`src/rtl/sram_port1_stream_reader.sv`:
```
// sram_port1_stream_reader
// Reads a contiguous, wrapping range of words through the read-only port 1 of
// the dual-port SRAM macro and presents them as a valid/ready stream.
//
// Ports:
//   wb_clk_i, wb_rst_i        clock, asynchronous active-high reset
//   start_i, abort_i          transfer control (start accepted only in IDLE)
//   base_addr_i, length_i     first word address and word count (0..256)
//   busy_o, done_o            status: not IDLE / one-cycle completion pulse
//   ram_clk1, ram_csb1,       SRAM port 1 clock, active-low select, address
//   ram_addr1, ram_dout1      and read data
//   m_valid_o, m_ready_i,     output stream (FIFO head)
//   m_data_o
module sram_port1_stream_reader #(
    parameter int unsigned FIFO_DEPTH   = 4,
    parameter int unsigned READ_LATENCY = 1,
    parameter int unsigned ADDR_W       = 8,
    parameter int unsigned DATA_W       = 32
) (
    input  logic              wb_clk_i,
    input  logic              wb_rst_i,
    input  logic              start_i,
    input  logic              abort_i,
    input  logic [ADDR_W-1:0] base_addr_i,
    input  logic [ADDR_W:0]   length_i,
    output logic              busy_o,
    output logic              done_o,
    output logic              ram_clk1,
    output logic              ram_csb1,
    output logic [ADDR_W-1:0] ram_addr1,
    input  logic [DATA_W-1:0] ram_dout1,
    output logic              m_valid_o,
    input  logic              m_ready_i,
    output logic [DATA_W-1:0] m_data_o
);

    localparam int unsigned PTR_W = (FIFO_DEPTH > 1) ? $clog2(FIFO_DEPTH) : 1;
    localparam int unsigned CNT_W = $clog2(FIFO_DEPTH) + 1;
    localparam int unsigned LEN_W = ADDR_W + 1;

    typedef enum logic [1:0] {
        ST_IDLE  = 2'd0,
        ST_RUN   = 2'd1,
        ST_DRAIN = 2'd2
    } state_t;

    state_t                   state_q, state_d;
    logic [ADDR_W-1:0]        rd_addr_q, rd_addr_d;
    logic [LEN_W-1:0]         remaining_q, remaining_d;
    logic [CNT_W-1:0]         inflight_q, inflight_d;
    logic [CNT_W-1:0]         count_q, count_d;
    logic [PTR_W-1:0]         wr_ptr_q, wr_ptr_d;
    logic [PTR_W-1:0]         rd_ptr_q, rd_ptr_d;
    logic [READ_LATENCY-1:0]  vld_q, vld_d;
    logic [DATA_W-1:0]        mem [FIFO_DEPTH];

    logic                     issue;
    logic                     flush;
    logic                     push;
    logic                     pop;
    logic                     credit_ok;
    logic                     done_d;
    logic                     csb_d;
    logic [ADDR_W-1:0]        addr_d;

    // Port 1 runs on the system clock.
    assign ram_clk1 = wb_clk_i;

    // Stream head is read straight out of the FIFO storage.
    assign m_data_o = mem[rd_ptr_q];

    // Outstanding words (buffered + requested) must fit the FIFO.
    assign credit_ok = ({1'b0, count_q} + {1'b0, inflight_q}) < (CNT_W + 1)'(FIFO_DEPTH);

    // Next-state, SRAM request and FIFO bookkeeping.
    always_comb begin
        state_d     = state_q;
        rd_addr_d   = rd_addr_q;
        remaining_d = remaining_q;
        done_d      = 1'b0;
        issue       = 1'b0;
        flush       = 1'b0;

        unique case (state_q)
            ST_IDLE: begin
                if (start_i) begin
                    if (length_i != '0) begin
                        rd_addr_d   = base_addr_i;
                        remaining_d = length_i;
                        state_d     = ST_RUN;
                    end else begin
                        done_d = 1'b1;
                    end
                end
            end
            ST_RUN: begin
                if (abort_i) begin
                    flush   = 1'b1;
                    state_d = ST_IDLE;
                end else if ((remaining_q != '0) && credit_ok) begin
                    issue       = 1'b1;
                    rd_addr_d   = rd_addr_q + ADDR_W'(1);
                    remaining_d = remaining_q - LEN_W'(1);
                    if (remaining_q == LEN_W'(1)) begin
                        state_d = ST_DRAIN;
                    end
                end
            end
            ST_DRAIN: begin
                if (abort_i) begin
                    flush   = 1'b1;
                    state_d = ST_IDLE;
                end else if ((inflight_q == '0) && (count_q == '0)) begin
                    done_d  = 1'b1;
                    state_d = ST_IDLE;
                end
            end
            default: begin
                state_d = ST_IDLE;
            end
        endcase

        // Returning data after an abort is dropped along with the FIFO.
        push = vld_q[READ_LATENCY-1] & ~flush;
        pop  = m_valid_o & m_ready_i & ~flush;

        csb_d  = ~issue;
        addr_d = issue ? rd_addr_q : ram_addr1;

        // Valid pipeline mirrors the SRAM read latency.
        vld_d = '0;
        if (!flush) begin
            vld_d[0] = ~ram_csb1;
            for (int i = 1; i < READ_LATENCY; i++) begin
                vld_d[i] = vld_q[i-1];
            end
        end

        wr_ptr_d = push ? wr_ptr_q + PTR_W'(1) : wr_ptr_q;
        rd_ptr_d = pop  ? rd_ptr_q + PTR_W'(1) : rd_ptr_q;

        count_d = count_q;
        unique case ({push, pop})
            2'b10:   count_d = count_q + CNT_W'(1);
            2'b01:   count_d = count_q - CNT_W'(1);
            default: count_d = count_q;
        endcase

        inflight_d = inflight_q;
        unique case ({issue, push})
            2'b10:   inflight_d = inflight_q + CNT_W'(1);
            2'b01:   inflight_d = inflight_q - CNT_W'(1);
            default: inflight_d = inflight_q;
        endcase

        if (flush) begin
            count_d    = '0;
            inflight_d = '0;
            wr_ptr_d   = '0;
            rd_ptr_d   = '0;
        end
    end

    // State and control registers.
    always_ff @(posedge wb_clk_i or posedge wb_rst_i) begin
        if (wb_rst_i) begin
            state_q     <= ST_IDLE;
            rd_addr_q   <= '0;
            remaining_q <= '0;
            inflight_q  <= '0;
            count_q     <= '0;
            wr_ptr_q    <= '0;
            rd_ptr_q    <= '0;
            vld_q       <= '0;
            busy_o      <= 1'b0;
            done_o      <= 1'b0;
            ram_csb1    <= 1'b1;
            ram_addr1   <= '0;
            m_valid_o   <= 1'b0;
        end else begin
            state_q     <= state_d;
            rd_addr_q   <= rd_addr_d;
            remaining_q <= remaining_d;
            inflight_q  <= inflight_d;
            count_q     <= count_d;
            wr_ptr_q    <= wr_ptr_d;
            rd_ptr_q    <= rd_ptr_d;
            vld_q       <= vld_d;
            busy_o      <= (state_d != ST_IDLE);
            done_o      <= done_d;
            ram_csb1    <= csb_d;
            ram_addr1   <= addr_d;
            m_valid_o   <= (count_d != '0);
        end
    end

    // FIFO storage; cleared on reset so the idle head reads as zero.
    always_ff @(posedge wb_clk_i or posedge wb_rst_i) begin
        if (wb_rst_i) begin
            for (int i = 0; i < FIFO_DEPTH; i++) begin
                mem[i] <= '0;
            end
        end else if (push) begin
            mem[wr_ptr_q] <= ram_dout1;
        end
    end

endmodule

```
`config.mk`:
```
export PLATFORM = sky130hd
export DESIGN_NAME = sram_port1_stream_reader
export DESIGN_NICKNAME = d
export VERILOG_FILES = /design/src/rtl/sram_port1_stream_reader.sv
export SDC_FILE = /design/constraint.sdc
export NUM_CORES = 1
export LEC_CHECK = 0
export BUFFER_PORTS_ARGS = -buffer_cell sky130_fd_sc_hd__buf_2
export CELL_PAD_IN_SITES_DETAIL_PLACEMENT = 1
export CELL_PAD_IN_SITES_GLOBAL_PLACEMENT = 2
export CORE_MARGIN = 4
export CORE_UTILIZATION = 41
export DETAILED_ROUTE_END_ITERATION = 8
export GPL_TIMING_DRIVEN = 1
export PLACE_DENSITY = 0.77
export SLEW_MARGIN = 20
export SYNTH_ARGS = -nofsm -noshare
export SYNTH_HDL_FRONTEND = slang
export SYNTH_SLANG_ARGS = --single-unit
```
`constraint.sdc`:
```
create_clock -name wb_clk_i -period 5.9 [get_ports wb_clk_i]
set_input_delay 0 -clock wb_clk_i [delete_from_list [all_inputs] [get_ports wb_clk_i]]
set_output_delay 0 -clock wb_clk_i [all_outputs]
set_load 0.02 [all_outputs]
```
==> results.md, run 1 <==
* Status: completed
* Drt first pass iters at 4
* Crit Reg-Reg Endpoint: inflight_q[2]
* Leak at 4.507 nW
* Synthesized cell area at 7975 sq um
* Worst reg2reg startpoint: state_q[1]
* Worst Path Buf+Inv at 3
* Sequential share of the synthesized area at 0.5336
* DRT Wirelength at 19,350 um
* Final Hold Viols at 0
* Clk slew on worst S/H paths at 0.06 ns
* Hpwl dp at 12,230 um
* Nature of the critical path endpoint: output pin
* PD cells at 546.0 nW/um^2
* Dpl cells at 905
* Post-synth EDFFs at 0
* Critical-path cell list: clkbuf_16 > clkbuf_16 > buf_2
* Least-Margin Pin Slew at 1.042 ns
* Yosys Warn Count at 0
* Post-synth cell types at 55
* CP max stage delay at 0.15 ns
* Arr. time, crit path at 3.35 ns
* Post-Syn Area per Cell at 13.89 sq um
* Crit path kind: clk2out
* Hold crit path type: in2async
* Final instance area at 9942 sq um
* Final net count at 793
* # diodes at 0
* Post-DP Area at 8683 sq um
* Worst path top cell family by delay: buffers and inverters
* RSZ-0062 raised after global routing: false
* # setup viols final at 0
* Final-layout fill cell count at 1,925
* First-pass GRT wire length at 32,210 um
* Vias in the first global route at 6,098
* Die W at 147.5 um
* Port Buffers at 98
* 1st-iter DRT viols at 187
* Most frequent cells in the layout: 167 x dfrtp_1, 136 x mux2_2, 98 x buf_2
* Initial antenna violation count at 0
* FFs w/ async S/R, synth at 1.000
* Gate Count Post-Synth at 574
* Worst clock skew at 0.01422 ns
* Global Route Usage Sum at 0.1867
* Worst IR Drop VDD at 0.3006 mV
* Clk Latency, worst-skew pair at 0.54 ns
* Layout cell share with drive strength beyond 1 at 0.4354
* Final setup TNS at 0 ns
* WL/cell at 19.44 um
* CTS tree: done
* Synthesized Nets at 645
* Die Y at 147.5 um
* Antenna Violating Nets Remaining at 0
* FP Rows at 50
* CP max stage cell: buf_2
* Yosys reg bits at 170
* CP Launch Type: clock port
* Gpl congestion at 0.7703
* R2R Setup Slk at 2.68 ns
* Largest net degree at the start of global routing at 98
* Slew HR at 0.3057
* Total Die Area at 21,750 sq um
* Area Overhead vs Synth at 24.66%
* I/O pins at 99
* DRC viols at 0
* Grt total ovfl at 0
* Core box area at 18,890 sq um
* CP required at 5.90 ns
* FF-to-FF path depth at 10
* Number of max-cap violations at 0
* Main synth FF type: dfrtp_1
* Most frequent cell on the critical path: clkbuf_16
* Layout Cells excl Fill at 995
* Initial cell density of the core at 0.4221
* Commonest non-fill, non-tap cell in the layout: dfrtp_1
* DR vias/cell at 5.403
* CP max FO at 2
* Vias at 5,376
* Final max-slew violation count at 0
==> cell usage after synthesis (all sizes together), types with 5 or more instances <==
| cell | count | area, sq um |
|---|---|---|
| nand2b | 5 | 31.28 |
| ha | 15 | 187.7 |
| nor2 | 24 | 90.09 |
| nand3 | 13 | 65.06 |
| o22ai | 5 | 37.53 |
| nand2 | 25 | 96.35 |
| o21ai | 17 | 85.08 |
| clkbuf | 10 | 37.54 |
| mux2 | 136 | 1531 |
| a31oi | 10 | 62.56 |
| dfrtp | 169 | 4229 |
| mux2i | 5 | 50.05 |
| inv | 15 | 56.30 |
| nor3 | 7 | 35.03 |
| mux4 | 32 | 720.7 |
| a21oi | 13 | 68.82 |
| buf | 20 | 110.1 |
| and3 | 6 | 38.79 |
==> worst max-delay path by stage <==
stage               slack (ns)             to  startpoint  depth (start not counted)
detailed placement        2.70  inflight_q[2]  state_q[1]                         10
floorplan                 1.30         busy_o    wb_rst_i                          1
finish                    2.55       ram_clk1    wb_clk_i                          3
CTS                       2.54       ram_clk1    wb_clk_i                          3
global placement          2.81       ram_clk1    wb_clk_i                          1
global route              2.42  inflight_q[2]  state_q[1]                         10
==> through the flow <==
step	power (mW)	utilization	setup slack [ns]	hold WS, ns
floorplan	3.520	-	1.298	0.1126
global placement	4.026	0.4596	2.815	0.1343
detailed placement	4.146	0.4596	2.700	0.1343
CTS	5.507	0.5262	2.545	0.2506
finish	5.428	0.5262	2.553	0.2045
global route	5.787	0.5262	2.424	0.2706
==> layer usage <==
layer | part of all wire | wire (um) | global-route usage
met4 | 0.013 | 247 | 0.05452
met2 | 0.52 | 10050 | 0.3253
met3 | 0.030 | 575 | 0.03433
met5 | 0 | 0 | 0
met1 | 0.44 | 8478 | 0.2391
==> where the power goes <==
group          switching (mW)  internal [mW]  total [mW]
sequential              0.376           1.67        2.05
combinational            1.05           1.02        2.07
clock                   0.535          0.776        1.31
==> tightest hold or removal path, stage by stage <==
cell           delay (ns)
dlygate4sd3_1        0.53
buf_2                0.14
inv_6                0.59
==> registers in the layout (all words and copies together) (netlist names) <==
register / count
remaining_q: 9
inflight_q: 3
count_q: 3
state_q: 2
rd_addr_q: 8
mem: 128
done_o: 1
ram_addr1: 8
vld_q: 1
wr_ptr_q: 2
busy_o: 1
rd_ptr_q: 2
m_valid_o: 1
ram_csb1: 1
==> cell type report <==
cell class                      count  area, sq um  share of cell area
Clock buffer                       21        505.5             0.05084
Timing Repair Buffer              155         1059              0.1065
Clock inverter                     15        207.7             0.02089
Inverter                           15        61.31            0.006167
Multi-Input combinational cell    359         3526              0.3546
Sequential cell                   170         4258              0.4283
Tap cell                          260        325.3             0.03272
==> kinds of logic (layout without fill, tap and decap cells) <==
| kind of cell | Yosys count | in the layout | synth area share |
|---|---|---|---|
| multiplexers | 173 | 173 | 0.2887 |
| AO/OA/AOI/OAI | 68 | 68 | 0.05727 |
| flip-flops | 170 | 170 | 0.5336 |
| adder cells (fa/ha/maj) | 17 | 17 | 0.02855 |
| XOR/XNOR | 6 | 6 | 0.006590 |
| buffers and inverters | 45 | 206 | 0.02557 |
| AND/OR/NAND/NOR | 95 | 95 | 0.05977 |
==> repair_timing <==
item,4_1_cts,5_1_grt
hold endpoints to repair,246,0
buffers inserted,0,0
hold buffers,55,0
resized for setup,0,0
No activity file was read; power rests on OpenSTA's default activity.
==> inputs of run 2 (changes only) <==
--- a/config.mk
+++ b/config.mk
@@ -5,11 +5,12 @@
 export SDC_FILE = /design/constraint.sdc
 export NUM_CORES = 1
 export LEC_CHECK = 0
+export ABC_AREA = 1
 export BUFFER_PORTS_ARGS = -buffer_cell sky130_fd_sc_hd__buf_2
 export CELL_PAD_IN_SITES_DETAIL_PLACEMENT = 1
 export CELL_PAD_IN_SITES_GLOBAL_PLACEMENT = 2
 export CORE_MARGIN = 4
-export CORE_UTILIZATION = 41
+export CORE_UTILIZATION = 35
 export DETAILED_ROUTE_END_ITERATION = 8
 export GPL_TIMING_DRIVEN = 1
 export PLACE_DENSITY = 0.77
==> constraint.sdc (replaced) <==
create_clock -name wb_clk_i -period 3.5 [get_ports wb_clk_i]
set_input_delay 0 -clock wb_clk_i [delete_from_list [all_inputs] [get_ports wb_clk_i]]
set_output_delay 0 -clock wb_clk_i [all_outputs]
set_load 0.02 [all_outputs]
==> run 2 against run 1 <==
Total power grew 72%. Hold slack lost 0.035 ns. Wire length grew 15%. Largest power group unchanged. Die area grew 18%. Critical path depth grew 12. Sequential power grew 57%. Setup slack lost 1.9 ns. Clock-buffer cell count grew 1. Area after synthesis grew 1.8%. Cell count grew 41%. Largest cell class unchanged. Sequential cell count is the same. Register-to-register slack lost 2.0 ns.
==> results.md, run 2 <==
* CP Launch Type: register
* DRC viols at 0
* Layout cell share with drive strength beyond 1 at 0.1625
* Final net count at 1,173
* Status: completed
* DR vias/cell at 4.913
* Sequential power share at 0.345
* Global Route Usage Sum at 0.1802
* Clk Latency, worst-skew pair at 0.54 ns
* Dominant cells by area after synthesis: dfrtp_1 52%, o21ai_0 11%, nand2_1 11%
* CP max FO at 9
* Synth area leader: dfrtp_1
* WL/cell at 15.90 um
* Antenna Violating Nets Remaining at 0
* Yosys Warn Count at 0
* Arr. time, crit path at 3.25 ns
* Initial cell density of the core at 0.3574
* Clk slew on worst S/H paths at 0.07 ns
* Synthesized Nets at 1,043
* Final min period at 2.820 ns
* Nature of the critical path endpoint: register
* CTS tree: done
* RSZ-0062 raised after global routing: false
* Crit path kind: reg2reg
* Met3 Use GR at 0.03587
* Layout Cells excl Fill at 1,399
* Post-synth cell types at 39
* Largest net degree at the start of global routing at 118
* Main synth FF type: dfrtp_1
* Area Overhead vs Synth at 22.74%
* Vias in the first global route at 7,253
* FFs w/ async S/R, synth at 1.000
* Resized Gates After CTS at 0
* Critical-path cell list: inv_1 > ha_1 > nand2_4 > inv_2 > nor2_8 > inv_1 > ha_1 > fa_1 > nand2_1 > nand2_1 > nor2_1 > nand2_1 > nand2_1 > nor2_1 > or3_1
* Combinational power share at 0.435
* First-pass GRT wire length at 37,470 um
* Final max-slew violation count at 0
* WHS at 0.1696 ns
* Final setup TNS at 0 ns
* Grt total ovfl at 0
* Switching pwr at 4.054 mW
* Commonest non-fill, non-tap cell in the layout: nand2_1
* Leak at 4.933 nW
* Yosys reg bits at 170
* Setup bufs post-CTS at 0
* # setup viols final at 0
* Largest Register: mem
* Hpwl dp at 13,410 um
* Int Power at 5.296 mW
* Clock share of power at 0.220
* FMAX at 0.3546 GHz
* Least-Margin Pin Slew at 0.7310 ns
* Final Hold Viols at 0
* Post-synth top cells: 238 x nand2_1, 181 x o21ai_0, 169 x dfrtp_1
* Total power at 9.349 mW
* Sw Ratio at 0.4336
* Drt first pass iters at 4
* Max reg flops at 128
* 1st-iter DRT viols at 232
* Worst IR Drop VDD at 0.5096 mV
* Port Buffers at 98
* Most frequent cell after synthesis: nand2_1
* FP Rows at 55
* CP max stage cell: dfrtp_1
* Final instance area at 9961 sq um
* CP required at 3.93 ns
* Grt met2 use at 0.3087
* Post-Syn Area per Cell at 8.349 sq um
* I/O pins at 99
* GR Layer Usage met1 at 0.2329
* Worst clock skew at 0.01214 ns
* CP max stage delay at 0.39 ns
* Vias at 6,873
* Grt peak-use layer: met2
* Initial antenna violation count at 1
* Total Die Area at 25,690 sq um
* Die W at 160.3 um
* Most frequent cell on the critical path: nand2_1
* Post-DP Area at 8771 sq um
* Period utilization at 0.8057
* Post-synth top area share at 0.5211
* Post-route worst setup slack at 0.6800 ns
* Sequential share of the synthesized area at 0.5244
* Gate Count Post-Synth at 972
* Number of max-cap violations at 0
* Core Util, Final at 0.4386
* Hold crit path type: in2async
* Synthesized cell area at 8115 sq um
* Post-Place Worst Slack at 0.6677 ns
* Most frequent cells in the layout: 238 x nand2_1, 181 x o21ai_0, 168 x dfrtp_1
* Biggest regs: mem: 128 flops, remaining_q: 9 flops
* Hold_buf cts at 55
* Slew HR at 0.5127
* DRT Wirelength at 22,250 um
* # diodes at 0
* Gpl congestion at 0.7513
* Die Y at 160.3 um
* Dpl cells at 1,310
* Worst Path Buf+Inv at 3
* Post-synth EDFFs at 0
* Worst path top cell family by delay: simple AND/OR/NAND/NOR gates
* PD cells at 938.6 nW/um^2
* Core box area at 22,710 sq um
==> run 2: tightest hold or removal path: cells and delay by family <==
family	cells	cell delay (ns)
buf+inv	4	1.18
==> run 2: final timing paths <==
| path | from | endpoint | slack [ns] | depth (start not counted) |
|---|---|---|---|---|
| worst max-delay path | state_q[0] | m_valid_o | 0.68 | 15 |
| worst min-delay path | wb_rst_i | done_o | 0.17 | 4 |
| worst max register to register | state_q[0] | m_valid_o | 0.68 | 15 |
| worst min register to register | mem[70] | mem[70] | 0.48 | 2 |
| max in group asynchronous | wb_rst_i | mem[49] | 2.77 | 4 |
| min in group wb_clk_i | ram_dout1[13] | mem[13] | 0.29 | 4 |
==> run 2: layout make-up <==
type	instances	area, sq um
flip-flops and latches	170	4257
repair buffers	161	1116
clock buffers	22	509.2
clock inverters	13	135.1
multi-input cells	672	3296
well taps	285	356.6
inverters	76	291.5
fillers	2723	12750
==> run 2: cell families after synthesis <==
| logic type | count (synthesis) | synth area share |
|---|---|---|
| compound gates | 269 | 0.1801 |
| xor+xnor | 3 | 0.003238 |
| fa+ha+maj | 17 | 0.02806 |
| buf+inv | 130 | 0.06953 |
| flops | 170 | 0.5244 |
| mux | 1 | 0.001388 |
| simple gates | 382 | 0.1933 |
==> run 2: power by group through the flow <==
stage / Combinational [mW] / Clock, mW / Sequential, mW
floorplan: 2.95 / 0.0334 / 3.20
global placement: 4.00 / 0.0267 / 3.24
detailed placement: 4.09 / 0.0267 / 3.25
CTS: 4.16 / 2.11 / 3.23
global route: 4.66 / 2.21 / 3.33
finish: 4.07 / 2.06 / 3.22
==> run 2: layer usage <==
metal	vias to the layer above	wire, um
met5	-	12
met4	2	250
met3	25	584
met2	96	10800
met1	3317	10600
li1	3433	-
